`src/rtl/prio_encoder_rr_pkg.sv`:
```
// prio_encoder_rr_pkg: shared definitions for the registered priority encoder.
//   MODE_FIXED / MODE_RR : values of the run-time mode input
//   state_t              : handshake FSM state (EMPTY, FULL)
package prio_encoder_rr_pkg;

    localparam logic MODE_FIXED = 1'b0;
    localparam logic MODE_RR    = 1'b1;

    typedef enum logic {
        EMPTY = 1'b0,
        FULL  = 1'b1
    } state_t;

endpackage

```
`src/rtl/prio_encoder_rr_prio_find.sv`:
```
// prio_find: combinational highest-set-bit finder.
//   vec_i : request vector
//   idx_o : index of the highest set bit (0 when vec_i is all-zero)
//   any_o : at least one bit of vec_i is set
module prio_find #(
    parameter int unsigned WIDTH = 8,
    localparam int unsigned IDX_W = $clog2(WIDTH)
) (
    input  logic [WIDTH-1:0] vec_i,
    output logic [IDX_W-1:0] idx_o,
    output logic             any_o
);

    always_comb begin
        idx_o = '0;
        any_o = |vec_i;
        // Ascending scan: the last hit, i.e. the highest index, wins.
        for (int i = 0; i < int'(WIDTH); i++) begin
            if (vec_i[i]) begin
                idx_o = IDX_W'(i);
            end
        end
    end

endmodule

```
`src/rtl/prio_encoder_rr.sv`:
```
// prio_encoder_rr: registered priority encoder, fixed or round-robin, with
// valid/ready handshake on input and output.
//   clk, rst_n           : clock, asynchronous active-low reset
//   vec, vec_valid       : request vector and its valid
//   vec_ready            : vector is captured this edge when vec_valid is high
//   mode                 : MODE_FIXED (highest index) or MODE_RR, sampled at capture
//   idx, none, idx_valid : registered result (none = captured vector was zero)
//   idx_ready            : consumer accepts the result
module prio_encoder_rr
    import prio_encoder_rr_pkg::*;
#(
    parameter int unsigned WIDTH = 8,
    localparam int unsigned IDX_W = $clog2(WIDTH)
) (
    input  logic             clk,
    input  logic             rst_n,
    input  logic [WIDTH-1:0] vec,
    input  logic             vec_valid,
    output logic             vec_ready,
    input  logic             mode,
    output logic [IDX_W-1:0] idx,
    output logic             none,
    output logic             idx_valid,
    input  logic             idx_ready
);

    localparam logic [IDX_W-1:0] LastIdx = IDX_W'(WIDTH - 1);
    localparam logic [IDX_W:0]   WidthW  = (IDX_W + 1)'(WIDTH);

    state_t           state_q, state_d;
    logic [IDX_W-1:0] idx_q, idx_d;
    logic             none_q, none_d;
    logic [IDX_W-1:0] ptr_q, ptr_d;

    logic [IDX_W-1:0]   off;
    logic [2*WIDTH-1:0] vec_dbl;
    logic [WIDTH-1:0]   vec_rot;
    logic [IDX_W-1:0]   rot_idx;
    logic               rot_any;
    logic [IDX_W:0]     win_sum;
    logic [IDX_W-1:0]   win_idx;
    logic               capture;

    // Rotate so that bit ptr lands on the top position: the highest-first
    // finder then searches ptr, ptr-1, ..., 0, WIDTH-1, ..., ptr+1.
    // Fixed mode uses no rotation.
    always_comb begin
        off = '0;
        if (mode == MODE_RR) begin
            off = (ptr_q == LastIdx) ? '0 : ptr_q + IDX_W'(1);
        end
        vec_dbl = {vec, vec};
        vec_rot = vec_dbl[off +: WIDTH];
    end

    prio_find #(
        .WIDTH (WIDTH)
    ) u_prio_find (
        .vec_i (vec_rot),
        .idx_o (rot_idx),
        .any_o (rot_any)
    );

    // Undo the rotation modulo WIDTH (not 2^IDX_W).
    always_comb begin
        win_sum = {1'b0, rot_idx} + {1'b0, off};
        if (win_sum >= WidthW) begin
            win_sum = win_sum - WidthW;
        end
        win_idx = win_sum[IDX_W-1:0];
    end

    assign idx_valid = (state_q == FULL);
    assign vec_ready = !idx_valid || idx_ready;
    assign capture   = vec_valid && vec_ready;
    assign idx       = idx_q;
    assign none      = none_q;

    always_comb begin
        state_d = state_q;
        idx_d   = idx_q;
        none_d  = none_q;
        ptr_d   = ptr_q;
        if (capture) begin
            state_d = FULL;
            idx_d   = rot_any ? win_idx : '0;
            none_d  = !rot_any;
            // Last winner becomes lowest priority; zero vectors leave ptr alone.
            if (mode == MODE_RR && rot_any) begin
                ptr_d = (win_idx == '0) ? LastIdx : win_idx - IDX_W'(1);
            end
        end else if (idx_valid && idx_ready) begin
            state_d = EMPTY;
        end
    end

    always_ff @(posedge clk or negedge rst_n) begin
        if (!rst_n) begin
            state_q <= EMPTY;
            idx_q   <= '0;
            none_q  <= 1'b0;
            ptr_q   <= LastIdx;
        end else begin
            state_q <= state_d;
            idx_q   <= idx_d;
            none_q  <= none_d;
            ptr_q   <= ptr_d;
        end
    end

endmodule

```
`config.mk`:
```
export PLATFORM = sky130hd
export DESIGN_NAME = prio_encoder_rr
export DESIGN_NICKNAME = d
export VERILOG_FILES = /design/src/rtl/prio_encoder_rr_pkg.sv /design/src/rtl/prio_encoder_rr_prio_find.sv /design/src/rtl/prio_encoder_rr.sv
export SDC_FILE = /design/constraint.sdc
export NUM_CORES = 1
export LEC_CHECK = 0
export CAP_MARGIN = 20
export CORE_ASPECT_RATIO = 0.6
export CORE_MARGIN = 2
export CORE_UTILIZATION = 41
export CTS_BUF_LIST = sky130_fd_sc_hd__clkbuf_4
export CTS_CLUSTER_DIAMETER = 120
export CTS_CLUSTER_SIZE = 20
export DETAILED_ROUTE_END_ITERATION = 12
export PLACE_DENSITY_LB_ADDON = 0.3
export SYNTH_ARGS = -nofsm -noshare
export SYNTH_HDL_FRONTEND = slang
export SYNTH_SLANG_ARGS = --single-unit
```
`constraint.sdc`:
```
create_clock -name clk -period 9.1 [get_ports clk]
set_input_delay 0.91 -clock clk [delete_from_list [all_inputs] [get_ports clk]]
set_output_delay 0.91 -clock clk [all_outputs]
set_load 0.02 [all_outputs]
```
==> impl_results.md, run 1 <==
- Number of diodes added for antenna fixing: 0
- # clock sinks: 8
- Wire length of the first global-routing pass: 4080 um
- Unrepaired setup endpoints after global routing: false
- Standard cell core area: 2240 sq um
- Final Cell Area: 1220 sq um
- Share of cells above drive strength 1: 0.142
- Worst hold margin: 0.480 ns
- Count of H-tree levels built during CTS: 1
- Horiz. Die Dim: 67.9 um
- Met3 layer usage reported by global route: 0.0457
- Number of max-cap violations: 0
- Port Buffer Count: 18
- DP Wirelength: about 2100 um
- Async SR Flop Fraction: 1.00
- Status: finished, final reports clean
- Most instantiated flip-flop cell in the synthesis netlist: sky130_fd_sc_hd__dfrtp_1
- Number of global-route vias before repair: 846
- Antenna violations before repair: 0
- Final clock period utilization by the worst path: 0.482
- Number of cells produced by synthesis: 111
- Cell area after synthesis: 1000 sq um
- Startpoint class of the critical path: primary input
- Resize count post-CTS: 0
- Congestion Overflow GR: 0
- Power per cell area: about 380 nW/um^2
- Clock insertion delay at the later pin of the skew report: 0.27 ns
- Synthesized flop and latch total: 8
- Syn_area_per_cell: around 9.0 sq um
- Hold-fix buffer count after cts: 0
- Pin count of the biggest net entering global routing: 15
- Remaining design rule violation count: 0
- Cell depth of the worst flop-to-flop path: 16
- Count of endpoints failing setup in the final report: 0
- Leading cell types by total area after synthesis: sky130_fd_sc_hd__dfrtp_1, sky130_fd_sc_hd__dfstp_2, sky130_fd_sc_hd__ha_1
- Hold endpoint: idx[0]$_DFFE_PN0P_
- First-pass iteration count of the detailed router: 4
- Final Slew Violations: 0
- Count of antenna-violating nets left after detailed routing: 0
- Number of clock buffers inserted by TritonCTS: 3
- Kind of end point of the critical path: flip-flop
- Synth warn: 0
- Global-route layer with the greatest usage: met1
- Setup slack, reg-to-reg: between 4 and 5 ns
- Cell at the root of the clock tree: sky130_fd_sc_hd__clkbuf_4
- Worst ir drop on vdd: 0.142 mV
- Met2 capacity usage during global routing: 0.261
- Placed inst area: 1190 sq um
- Largest buffer count on any clock path: 2
- Final critical-path required period: between 4 and 5 ns
- Sequential share of the synthesized area: 0.203
- CP Max Fanout: 13
- Aggregate routed wire length: 2670 um
- Highest Clock Rate: 228 MHz
- Number of vias in the routed layout: 978
- Initial drt markers: 90
- Global routing met1 resource utilization: 0.296
- Post-Route Setup TNS: 0 ns
- Post-layout net count: 147
- Source of the worst hold timing path: idx[0]$_DFFE_PN0P_
- Routability congestion estimate from global placement: 0.868
- Top cell type's share of synthesized area: 0.125
- Terminus of the critical flop-to-flop path: ptr_q[0]$_DFFE_PN1P_
- Die Area: 2870 sq um
- Die Height: 42.3 um
- Clock tree from TritonCTS: done
- Leakage: 0.510 nW
- Wire length per cell: about 17 um
- Number of cell rows: 13
- Initial Utilization: 0.447
- Synth unique cells: 54
- Area Growth Syn to Fin: 21.8%
- Clock transition at the register clock pins on the worst setup and hold paths after CTS: approximately 0.05 ns
- Type of the worst setup path: in2reg
- Final core utilization: 0.545
- Number of buffers inserted by post-CTS setup repair: 0
- Least-Margin Pin Slew: 0.435 ns
- Post-synth EDFFs: 0
- Depth of the worst hold-timing path: 2
- Most area-hungry cell type in the Yosys netlist: sky130_fd_sc_hd__dfrtp_1
- Type of the worst min-delay path: reg2reg
- Final Hold Viols: 0
- Worst reg2reg startpoint: ptr_q[0]$_DFFE_PN1P_
- Number of ports placed on the die boundary: 19
- Worst Clk Skew: 0.00664 ns
- Worst max-slew margin expressed relative to the limit: 0.709
- Net count after synthesis: 130
- GR Util All Layers: 0.195
- Endpoint arrival time on the critical path: 4.58 ns
- Worst endpoint required time: 9.29 ns
- Via density: 6.23
-- worst max path at each step --
stage | end | from
global placement | ptr_q[0]$_DFFE_PN1P_ | mode
detailed placement | ptr_q[0]$_DFFE_PN1P_ | mode
floorplan | ptr_q[0]$_DFFE_PN1P_ | mode
CTS | ptr_q[0]$_DFFE_PN1P_ | mode
global route | ptr_q[0]$_DFFE_PN1P_ | mode
finish | ptr_q[0]$_DFFE_PN1P_ | mode
-- routing by layer --
metal	share of wire	wire, um
met1	0.50	1320
met2	0.42	1110
met3	0.080	214
met4	0.0049	13
met5	0	0
-- cells by family after synthesis --
| family | count (synthesis) | synth area share |
|---|---|---|
| DFF | 8 | 0.203 |
| and+or+nand+nor | 36 | 0.226 |
| muxes | 11 | 0.131 |
| AOI/OAI and AO/OA | 34 | 0.282 |
| buffers and inverters | 14 | 0.0586 |
| adders and majority gates | 6 | 0.0823 |
| xor gates and xnor gates | 2 | 0.0175 |
-- report_power, final --
| part | internal, mW | switching [mW] |
|---|---|---|
| clock | 0.0198 | 0.0135 |
| combinational | 0.158 | 0.200 |
| sequential | 0.0558 | 0.0145 |
-- worst max-delay path, stage by stage --
cell,delay (ns)
sky130_fd_sc_hd__clkdlybuf4s50_1,0.73
sky130_fd_sc_hd__or3b_4,0.46
sky130_fd_sc_hd__mux4_2,0.41
sky130_fd_sc_hd__a2bb2oi_1,0.20
sky130_fd_sc_hd__o221ai_1,0.14
sky130_fd_sc_hd__nand2_1,0.08
sky130_fd_sc_hd__ha_1,0.14
sky130_fd_sc_hd__inv_1,0.05
sky130_fd_sc_hd__fa_1,0.43
sky130_fd_sc_hd__xor2_1,0.30
sky130_fd_sc_hd__xnor2_1,0.13
sky130_fd_sc_hd__ha_1,0.20
sky130_fd_sc_hd__nand2b_1,0.13
sky130_fd_sc_hd__mux2_4,0.25
-- registers in the layout, indices dropped and copies added, names as in the netlist --
signal     cells
idx_valid      1
idx            3
ptr_q          3
none           1
-- cell usage in the layout (no fill, tap or decap), drive strengths merged, types with 2 or more instances in the layout --
cell type | Yosys | final
dfrtp | 5 | 5
dfstp | 3 | 3
nor3b | 2 | 2
o31ai | 2 | 2
clkdlybuf4s50 | 0 | 18
a21oi | 4 | 4
nand2 | 8 | 8
or3b | 2 | 2
nand4 | 2 | 2
o21a | 3 | 3
nor2 | 5 | 5
o21ai | 5 | 5
o2111ai | 2 | 2
nand2b | 3 | 3
a211o | 3 | 3
and3 | 2 | 2
inv | 8 | 8
mux2i | 6 | 6
nor2b | 4 | 4
or2 | 2 | 2
clkbuf | 1 | 4
a21o | 2 | 2
ha | 5 | 5
mux2 | 4 | 4
-- stage by stage --
stage | std cells | total power [mW] | setup WS (ns)
detailed placement | 153 | 0.423 | 4.47
finish | 157 | 0.462 | 4.71
global placement | 153 | 0.413 | 4.59
global route | 157 | 0.497 | 4.58
floorplan | 111 | 0.337 | 5.46
CTS | 157 | 0.460 | 4.74
-- area by class of cell --
class / count / area, sq um
clock buffer: 4 / 30.0
fill: 203 / 1020
inverter: 8 / 30.0
multi-input combinational: 89 / 741
sequential: 8 / 204
tap: 30 / 37.5
timing repair buffer: 18 / 180
-- cells in the mapped netlist, drive strengths merged, types with 3 or more instances --
library cell,number
a211o,3
a21oi,4
buf,5
dfrtp,5
dfstp,3
ha,5
inv,8
mux2,4
mux2i,6
nand2,8
nand2b,3
nor2,5
nor2b,4
o21a,3
o21ai,5
(Power assumes the default switching activity.)
==> run 2: changes to the inputs <==
Clock period 9.1 ns to 3.68 ns, I/O delays scaled along.
==> impl_results.md, run 2 (synthesized netlist as in run 1, its figures left out) <==
- Status: finished, final reports clean (unchanged)
- Final Cell Area: 1420 sq um (was 1220 sq um)
- Clock tree from TritonCTS: done (unchanged)
- Buf/Inv on CP: 1 (was 2)
- Area of the multi-input gates: 802 sq um (was 741 sq um)
- CP Max Fanout: 6 (was 13)
- Endpoint arrival time on the critical path: 3.77 ns (was 4.58 ns)
- Logic gate share of total power: 0.828 (was 0.776)
- Number of clock buffers inserted by TritonCTS: 3 (unchanged)
- Met2 capacity usage during global routing: 0.284 (was 0.261)
- Type of the worst setup path: reg2reg (was in2reg)
- Power per cell area: 1010 nW/um^2 (was 378 nW/um^2)
- Pin count of the biggest net entering global routing: 14 (was 15)
- Most common cell after layout, fill and taps aside: sky130_fd_sc_hd__clkdlybuf4s50_1 (unchanged)
- Area Growth Syn to Fin: 41.0% (was 21.8%)
- Setup slack, reg-to-reg: 0.09 ns (was 4.99 ns)
- Storage cell area: 204 sq um (unchanged)
- Wire length of the first global-routing pass: 4380 um (was 4080 um)
- Die Height: 42.3 um (unchanged)
- Number of cell rows: 13 (unchanged)
- Count of antenna-violating nets left after detailed routing: 0 (unchanged)
- GR Util All Layers: 0.204 (was 0.195)
- Number of max-cap violations: 0 (unchanged)
- Initial drt markers: 134 (was 90)
- Global-route layer with the greatest usage: met1 (unchanged)
- Remaining design rule violation count: 0 (unchanged)
- Highest Clock Rate: 279 MHz
- Type of the worst min-delay path: in2async (was reg2reg)
- Wire length per cell: 16.7 um (was 17.0 um)
- Number of vias in the routed layout: 1012 (was 978)
- Congestion Overflow GR: 0 (unchanged)
- Worst ir drop on vdd: 0.420 mV (was 0.142 mV)
- Die Area: 2870 sq um (unchanged)
- Part of the total power dissipated in the clock network: 0.056 (was 0.072)
- Post-Route Setup TNS: 0 ns (unchanged)
- Family with the most delay on the worst path: adder cells (was buffers and inverters)
- # clock sinks: 8 (unchanged)
- Standard cell core area: 2240 sq um (unchanged)
- Number of ports placed on the die boundary: 19 (unchanged)
- Share of cells above drive strength 1: 0.319 (was 0.142)
- Switching pwr: 0.642 mW (was 0.229 mW)
- Worst Clk Skew: 0.0106 ns (was 0.00664 ns)
- Clock insertion delay at the later pin of the skew report: 0.26 ns (was 0.27 ns)
- Port Buffer Count: 18 (unchanged)
- Antenna violations before repair: 0 (unchanged)
- Crit-path cells: ha_4 > ha_4 > or3b_4 > mux4_2 > nand4b_1 > a22oi_1 > nand2_1 > ha_2 > inv_2 > fa_2 > ha_1 > ha_2 > nand2b_4 > mux2_4 (was clkdlybuf4s50_1 > or3b_4 > mux4_2 > a2bb2oi_1 > o221ai_1 > nand2_1 > ha_1 > inv_1 > fa_1 > xor2_1 > xnor2_1 > ha_1 > nand2b_1 > mux2_4)
- Largest buffer count on any clock path: 2 (unchanged)
- Startpoint class of the critical path: flip-flop (was primary input)
- Cell depth of the worst flop-to-flop path: 14 (was 16)
- Number of diodes added for antenna fixing: 0 (unchanged)
- Final critical-path required period: 3.59 ns
- First-pass iteration count of the detailed router: 4 (unchanged)
- Initial Utilization: 0.447 (unchanged)
- Count of endpoints failing setup in the final report: 0 (unchanged)
- Fraction of power consumed by sequential logic: 0.116 (was 0.152)
- Leakage: 0.597 nW (was 0.510 nW)
- Switching power share of the total: 0.448 (was 0.495)
- Horiz. Die Dim: 67.9 um (unchanged)
- Clock transition at the register clock pins on the worst setup and hold paths after CTS: 0.06 ns (was 0.05 ns)
- Largest stage delay, worst path: 0.48 ns (was 0.73 ns)
- Cell at the root of the clock tree: sky130_fd_sc_hd__clkbuf_4 (unchanged)
- Terminus of the critical flop-to-flop path: ptr_q[0]$_DFFE_PN1P_ (unchanged)
- Aggregate routed wire length: 2900 um (was 2670 um)
- Number of global-route vias before repair: 909 (was 846)
- Placed inst area: 1310 sq um (was 1190 sq um)
- Met3 layer usage reported by global route: 0.0403 (was 0.0457)
- Kind of end point of the critical path: flip-flop (unchanged)
- Final Hold Viols: 0 (unchanged)
- Crit path max-delay cell type: sky130_fd_sc_hd__mux4_2 (was sky130_fd_sc_hd__clkdlybuf4s50_1)
- Worst max-slew margin expressed relative to the limit: 0.707 (was 0.709)
- Final Slew Violations: 0 (unchanged)
- Worst hold margin: 0.385 ns (was 0.480 ns)
- Commonest cells after routing, fill and taps aside: sky130_fd_sc_hd__clkdlybuf4s50_1, sky130_fd_sc_hd__buf_4, sky130_fd_sc_hd__nand2_1 (was sky130_fd_sc_hd__clkdlybuf4s50_1, sky130_fd_sc_hd__inv_1, sky130_fd_sc_hd__nand2_1)
- DP Wirelength: 2200 um (was 2090 um)
- Inst Count DP: 168 (was 153)
- Global routing met1 resource utilization: 0.320 (was 0.296)
- Final clock period utilization by the worst path: 0.975
- Internal power of the cells: 0.793 mW (was 0.233 mW)
- Count of H-tree levels built during CTS: 1 (unchanged)
- Worst endpoint required time: 3.86 ns (was 9.29 ns)
- Worst reg2reg startpoint: ptr_q[1]$_DFFE_PN1P_ (was ptr_q[0]$_DFFE_PN1P_)
- Least-Margin Pin Slew: 0.438 ns (was 0.435 ns)
- Post-layout net count: 164 (was 147)
- Routability congestion estimate from global placement: 0.924 (was 0.868)
- Via density: 5.82 (was 6.23)
- Filler cells: 179 (was 203)
- Tot Pwr: 1.44 mW (was 0.462 mW)
- Final standard cell count with taps included and fillers excluded: 174 (was 157)
-- run 2: timing repair --
item,in CTS,in global routing
hold buffers,0,0
pin swaps,1,9
endpoints found under the setup margin,1,3
resized for setup,2,16
buffers inserted,0,2
-- run 2: cell type report --
cell class                 count  share of cell area
clock buffer                   4              0.0212
inverter                       8              0.0212
multi-input combinational     89               0.567
sequential                     8               0.144
tap                           30              0.0265
timing repair buffer          35               0.220
-- run 2: worst max path at each step --
stage	startpoint	to	slack, ns	cells after the start
after floorplan	ptr_q[0]$_DFFE_PN1P_	ptr_q[0]$_DFFE_PN1P_	0.14	18
after global placement	mode	ptr_q[0]$_DFFE_PN1P_	-0.0004	13
after detailed placement	mode	ptr_q[0]$_DFFE_PN1P_	-0.06	16
after CTS	ptr_q[0]$_DFFE_PN1P_	ptr_q[0]$_DFFE_PN1P_	0.02	14
after global routing	ptr_q[1]$_DFFE_PN1P_	ptr_q[0]$_DFFE_PN1P_	-0.04	17
final	ptr_q[1]$_DFFE_PN1P_	ptr_q[0]$_DFFE_PN1P_	0.09	14
-- run 2: layer usage --
layer,up-vias,share of wire
met5,-,0
met1,484,0.48
met3,2,0.077
met2,42,0.43
met4,0,0.0048
li1,484,-
-- run 2: per-stage QoR --
stage                     setup WS, ns   util
final                           0.0925  0.630
after global routing           -0.0388  0.630
after CTS                       0.0152  0.600
after detailed placement       -0.0577  0.581
after global placement       -0.000364  0.581
after floorplan                  0.139      -
-- run 2: worst reg2reg max path: stages, from the launching register on --
cell                       delay, ns
sky130_fd_sc_hd__dfstp_2        0.38
sky130_fd_sc_hd__ha_4           0.16
sky130_fd_sc_hd__ha_4           0.18
sky130_fd_sc_hd__or3b_4         0.42
sky130_fd_sc_hd__mux4_2         0.48
sky130_fd_sc_hd__nand4b_1       0.20
sky130_fd_sc_hd__a22oi_1        0.18
sky130_fd_sc_hd__nand2_1        0.08
sky130_fd_sc_hd__ha_2           0.18
sky130_fd_sc_hd__inv_2          0.06
sky130_fd_sc_hd__fa_2           0.44
sky130_fd_sc_hd__ha_1           0.22
sky130_fd_sc_hd__ha_2           0.16
sky130_fd_sc_hd__nand2b_4       0.12
sky130_fd_sc_hd__mux2_4         0.25
-- run 2: power groups by stage --
| stage | clock network, mW | registers (mW) | logic [mW] |
|---|---|---|---|
| finish | 0.0808 | 0.166 | 1.19 |
| global route | 0.0895 | 0.171 | 1.31 |
| CTS | 0.0825 | 0.160 | 1.04 |
| detailed placement | 0 | 0.156 | 1.00 |
| global placement | 0 | 0.156 | 0.986 |
| floorplan | 0 | 0.178 | 0.655 |
